File: src/rtl/aes_job_arbiter.sv
// Round-robin arbiter that shares one AES core among NUM_REQ job sources.
// Optional watchdog in BUSY is enabled by defining AES_ARB_TIMEOUT_EN.
module aes_job_arbiter #(
    parameter int unsigned NUM_REQ        = 4,
    parameter int unsigned TIMEOUT_CYCLES = 127
) (
    input  logic                       clk,
    input  logic                       reset_n,
    input  logic [NUM_REQ-1:0]         req,
    input  logic [2*NUM_REQ-1:0]       req_mode,
    input  logic [NUM_REQ-1:0]         req_enc_dec,
    output logic [NUM_REQ-1:0]         req_ack,
    output logic                       core_start,
    output logic [1:0]                 core_mode,
    output logic                       core_enc_dec,
    output logic [3:0]                 core_round_amount,
    input  logic                       core_done,
    output logic                       core_reset,
    output logic                       busy,
    output logic                       rsp_valid,
    output logic [$clog2(NUM_REQ)-1:0] rsp_id,
    output logic                       rsp_err
);

    localparam int unsigned ID_W = $clog2(NUM_REQ);

    if (NUM_REQ < 2 || NUM_REQ > 8 || TIMEOUT_CYCLES < 1 || TIMEOUT_CYCLES > 65535) begin : g_param_check
        $error("aes_job_arbiter: parameter out of range");
    end

    typedef enum logic [1:0] {IDLE, ISSUE, BUSY, RESP} state_t;

    state_t          state;
    logic [ID_W-1:0] rr_ptr;
    logic [ID_W-1:0] cur_id;

`ifdef AES_ARB_TIMEOUT_EN
    localparam int unsigned CNT_W = ($clog2(TIMEOUT_CYCLES + 1) < 8) ? 8 : $clog2(TIMEOUT_CYCLES + 1);
    logic [CNT_W-1:0] wd_cnt;
    logic             timed_out;
`endif

    logic [1:0]      mode_arr [NUM_REQ];
    logic            pick_found;
    logic [ID_W-1:0] pick_id;
    logic [ID_W-1:0] scan_id;
    logic [1:0]      pick_mode;

    for (genvar g = 0; g < NUM_REQ; g++) begin : g_mode
        assign mode_arr[g] = req_mode[2*g+1:2*g];
    end

    function automatic logic [3:0] rounds_for(input logic [1:0] m);
        case (m)
            2'b00:   rounds_for = 4'hA;
            2'b01:   rounds_for = 4'hC;
            2'b10:   rounds_for = 4'hE;
            default: rounds_for = 4'h0;
        endcase
    endfunction

    // First requester at or after rr_ptr, wrapping around.
    always_comb begin
        pick_found = 1'b0;
        pick_id    = '0;
        scan_id    = '0;
        for (int unsigned i = 0; i < NUM_REQ; i++) begin
            scan_id = ID_W'((32'(rr_ptr) + i) % NUM_REQ);
            if (!pick_found && req[scan_id]) begin
                pick_found = 1'b1;
                pick_id    = scan_id;
            end
        end
        pick_mode = mode_arr[pick_id];
    end

    always_ff @(posedge clk or negedge reset_n) begin
        if (!reset_n) begin
            state             <= IDLE;
            rr_ptr            <= '0;
            cur_id            <= '0;
            req_ack           <= '0;
            core_start        <= 1'b0;
            core_mode         <= 2'b00;
            core_enc_dec      <= 1'b0;
            core_round_amount <= 4'h0;
            core_reset        <= 1'b0;
            busy              <= 1'b0;
            rsp_valid         <= 1'b0;
            rsp_id            <= '0;
            rsp_err           <= 1'b0;
`ifdef AES_ARB_TIMEOUT_EN
            wd_cnt            <= '0;
            timed_out         <= 1'b0;
`endif
        end else begin
            req_ack    <= '0;
            core_start <= 1'b0;
            core_reset <= 1'b0;
            rsp_valid  <= 1'b0;
            rsp_err    <= 1'b0;
            case (state)
                IDLE: begin
                    if (pick_found) begin
                        cur_id            <= pick_id;
                        req_ack           <= NUM_REQ'(1) << pick_id;
                        core_mode         <= pick_mode;
                        core_enc_dec      <= req_enc_dec[pick_id];
                        core_round_amount <= rounds_for(pick_mode);
                        busy              <= 1'b1;
                        // Illegal key size never reaches the core.
                        if (pick_mode == 2'b11) begin
                            state     <= RESP;
                            rsp_valid <= 1'b1;
                            rsp_err   <= 1'b1;
                            rsp_id    <= pick_id;
                        end else begin
                            state <= ISSUE;
                        end
                    end
                end
                ISSUE: begin
                    core_start <= 1'b1;
                    state      <= BUSY;
`ifdef AES_ARB_TIMEOUT_EN
                    wd_cnt     <= '0;
                    timed_out  <= 1'b0;
`endif
                end
                BUSY: begin
`ifdef AES_ARB_TIMEOUT_EN
                    if (timed_out) begin
                        state     <= RESP;
                        rsp_valid <= 1'b1;
                        rsp_err   <= 1'b1;
                        rsp_id    <= cur_id;
                        timed_out <= 1'b0;
                    end else if (core_done) begin
                        state     <= RESP;
                        rsp_valid <= 1'b1;
                        rsp_id    <= cur_id;
                    end else if (wd_cnt == CNT_W'(TIMEOUT_CYCLES - 1)) begin
                        core_reset <= 1'b1;
                        timed_out  <= 1'b1;
                    end else begin
                        wd_cnt <= wd_cnt + CNT_W'(1);
                    end
`else
                    if (core_done) begin
                        state     <= RESP;
                        rsp_valid <= 1'b1;
                        rsp_id    <= cur_id;
                    end
`endif
                end
                RESP: begin
                    rr_ptr <= (cur_id == ID_W'(NUM_REQ - 1)) ? '0 : ID_W'(cur_id + 1'b1);
                    busy   <= 1'b0;
                    state  <= IDLE;
                end
                default: state <= IDLE;
            endcase
        end
    end

endmodule
File: config.mk
export PLATFORM = sky130hd
export DESIGN_NAME = aes_job_arbiter
export DESIGN_NICKNAME = d
export VERILOG_FILES = /design/src/rtl/aes_job_arbiter.sv
export SDC_FILE = /design/constraint.sdc
export NUM_CORES = 1
export LEC_CHECK = 0
export CAP_MARGIN = 30
export CORE_ASPECT_RATIO = 1.4
export CORE_MARGIN = 2
export CORE_UTILIZATION = 39
export DETAILED_ROUTE_END_ITERATION = 12
export PLACE_DENSITY = 0.69
export REMOVE_ABC_BUFFERS = 1
export SLEW_MARGIN = 20
export SYNTH_ARGS = -nofsm -noshare
export SYNTH_HDL_FRONTEND = slang
export SYNTH_SLANG_ARGS = --single-unit
File: constraint.sdc
create_clock -name clk -period 2.9 [get_ports clk]
set_input_delay 0.58 -clock clk [delete_from_list [all_inputs] [get_ports clk]]
set_output_delay 0.58 -clock clk [all_outputs]
set_load 0.01 [all_outputs]
==> results of run 1 <==
## area by class of cell
cell class	instances	area [µm²]
clock buffer	3	41.3
fill	256	1250
inverter	5	18.8
multi-input combinational	87	604
sequential	22	551
tap	37	46.3
timing repair buffer	41	393
## kinds of logic (layout without fill, tap and decap cells)
kind of cell / count (synthesis) / in the layout / share of synthesized area
compound gates: 23 / 23 / 0.139
other cells: 1 / 2 / 0.00312
flops: 22 / 22 / 0.458
simple gates: 47 / 47 / 0.220
buf+inv: 10 / 49 / 0.0417
fa+ha+maj: 6 / 6 / 0.0625
mux: 9 / 9 / 0.0760
## worst max-delay path, stage by stage
cell and delay [ns]:
clkdlybuf4s50_1 0.58, nor2b_1 0.12, nor4_4 0.33, nor2_4 0.11, mux2i_1 0.17, mux2i_1 0.16, ha_1 0.18, nand2_1 0.08
a211oi_2 0.25, buf_4 0.15, nor2_1 0.04, a21oi_1 0.10
## metal layers
| layer | global-route usage | vias to the layer above | wire length [µm] |
|---|---|---|---|
| met5 | 0 | - | 0 |
| met4 | 0.0691 | 0 | 27 |
| met3 | 0.00862 | 2 | 70 |
| met2 | 0.283 | 25 | 1380 |
| met1 | 0.185 | 464 | 1020 |
| li1 | - | 485 | - |
## cells in the final DEF, fill, tap and decap left out, types with 3 or more instances in the layout
cell             synthesis  routed
a21oi_1                  4       4
buf_4                    3       7
clkbuf_8                 0       3
clkdlybuf4s50_1          0      34
dfrtp_1                 22      22
ha_1                     6       6
inv_1                    5       5
mux2i_1                  8       8
nand2_1                 15      15
nand2b_1                 3       3
nor2_1                  11      11
nor3_1                   5       5
o21ai_0                  5       5
## worst paths after layout
check	depth (start not counted)	slack, ns	from	end
max	12	0.24	req[1]	rsp_id[1]
min	2	0.48	core_round_amount[2]	core_round_amount[2]
max reg2reg	10	0.68	rr_ptr[0]	rsp_id[0]
min reg2reg	2	0.48	core_round_amount[2]	core_round_amount[2]
max in group asynchronous	2	2.01	reset_n	rsp_id[0]
min in group asynchronous	2	0.67	reset_n	core_enc_dec
## power by group through the flow
| stage | Clock, mW | Sequential, mW | Combinational (mW) |
|---|---|---|---|
| 6_report | 0.181 | 0.540 | 0.929 |
| 5_1_grt | 0.199 | 0.560 | 1.03 |
| 4_1_cts | 0.183 | 0.543 | 0.941 |
| 3_5_place_dp | 0 | 0.549 | 0.937 |
| 3_3_place_gp | 0 | 0.542 | 0.916 |
| 2_1_floorplan | 0 | 0.579 | 0.498 |
## flip-flops by register name, indices dropped and copies added, names as in the netlist
signal / flops
core_round_amount: 3
req_ack: 4
rsp_id: 2
state: 2
busy: 1
cur_id: 2
core_mode: 2
core_start: 1
rsp_valid: 1
rsp_err: 1
core_enc_dec: 1
rr_ptr: 2
## through the flow
step	setup WS, ns	total power, mW	cell area, µm²
2_1_floorplan	0.542	1.08	1170
3_3_place_gp	0.0480	1.46	1610
3_5_place_dp	-0.0345	1.49	1610
4_1_cts	0.236	1.67	1650
5_1_grt	0.0457	1.79	1650
6_report	0.237	1.65	1650
==> metrics.cfg, run 1 <==
[outcome]
outcome=finished, final reports clean

[synth]
synth_top_area_frac=0.458
yosys_register_bits=22
yosys_warnings=0
synth.cell_area_mm2=0.00120
ys_top_cells_by_area=dfrtp_1, mux2i_1, ha_1
avgSynthCellArea_um2=10.2
syn_inst=118
synth_most_common_cell=dfrtp_1
synth_top_area_cell=dfrtp_1
synthArstFlopShare=1.00
synth_cell_types=36
synth_common_cells=dfrtp_1, nand2_1, nor2_1, mux2i_1, ha_1
ys_seq_area_frac=0.458
synthFlopType=dfrtp_1
synth_edf_count=0

[detailed_routing]
drt_iter0_markers=15
routedWlPerCell_um=12.8
via_per_inst=5.01
wirelength_mm=2.49
via_count=976
drc_errors=0
ant_nets=0
dr.pass1.iters=4

[die]
chipHeight_um=69.7
fp-row-count=23
start_util=0.413
die_area_mm2=0.00355
core_area_mm2=0.00291
ios=37
fp.dieW_um=50.9

[power]
powerDensity_mw_per_mm2=997
switchingPower_mw=0.628
swShare=0.381
max-vdd-ir-drop_v=0.000463
p_int_mw=1.02
pwr-share-comb=0.563
clockPowerShare=0.110
power_frac_seq=0.327
leakagePower_nw=0.759

[sta]
setup_viol=0
finalMaxSlewViolations=0
rsz0062_at_grt=false
period_share=0.918
fin_crit_ns=2.66
fin_setup_tns_ns=0
hold_viol_final=0
fmax_mhz=376
hold_ws_ns=0.479
fin_skew_ns=0.00313

[global_routing]
grt_antenna_before_repair=0
grt_first_pass_wirelength_mm=4.40
grt_overflow=0
grt_pass1_vias=1034
track_usage=0.157
grt_max_degree=23

[worst_setup_path]
end_kind=flop
path_class=in -> reg
cp-start-kind=input port
worst_ep_required_time_ns=3.08
arrival_ns=2.85
cp_max_fo=5

[cells_and_area]
nets=185
area_growth_pct=37.7
antenna_cells=0
drive_above_1_share=0.133
final_cells=195
fin_util=0.569

[cts]
ctsRootBufferMaster=clkbuf_8
post_cts_buffers=0
h-tree-depth=1
cts.sinks=22
clk_pin_slew_ns=0.07
cts_tree=yes
cts_max_path_buffers=2
insertion_delay_ns=0.25
cts.repair.resized=0
cts_buffers=3
cts-hold-fix-buffers=0

[placed_design]
dp_cells=192
place_congestion=0.803
dpl.hpwl_mm=2.10
portBuffers=34

[hold_path]
worstHoldPathType=reg -> reg

[flow_run]
drv_cap=0

No activity file was read; power rests on OpenSTA's default activity.
==> run 2: changes to the inputs <==
--- a/config.mk
+++ b/config.mk
@@ -12,7 +12,6 @@
 export DETAILED_ROUTE_END_ITERATION = 12
 export PLACE_DENSITY = 0.69
 export REMOVE_ABC_BUFFERS = 1
-export SLEW_MARGIN = 20
 export SYNTH_ARGS = -nofsm -noshare
 export SYNTH_HDL_FRONTEND = slang
 export SYNTH_SLANG_ARGS = --single-unit
==> results of run 2 <==
Final layout, timing and power as in run 1 (identical DEF).
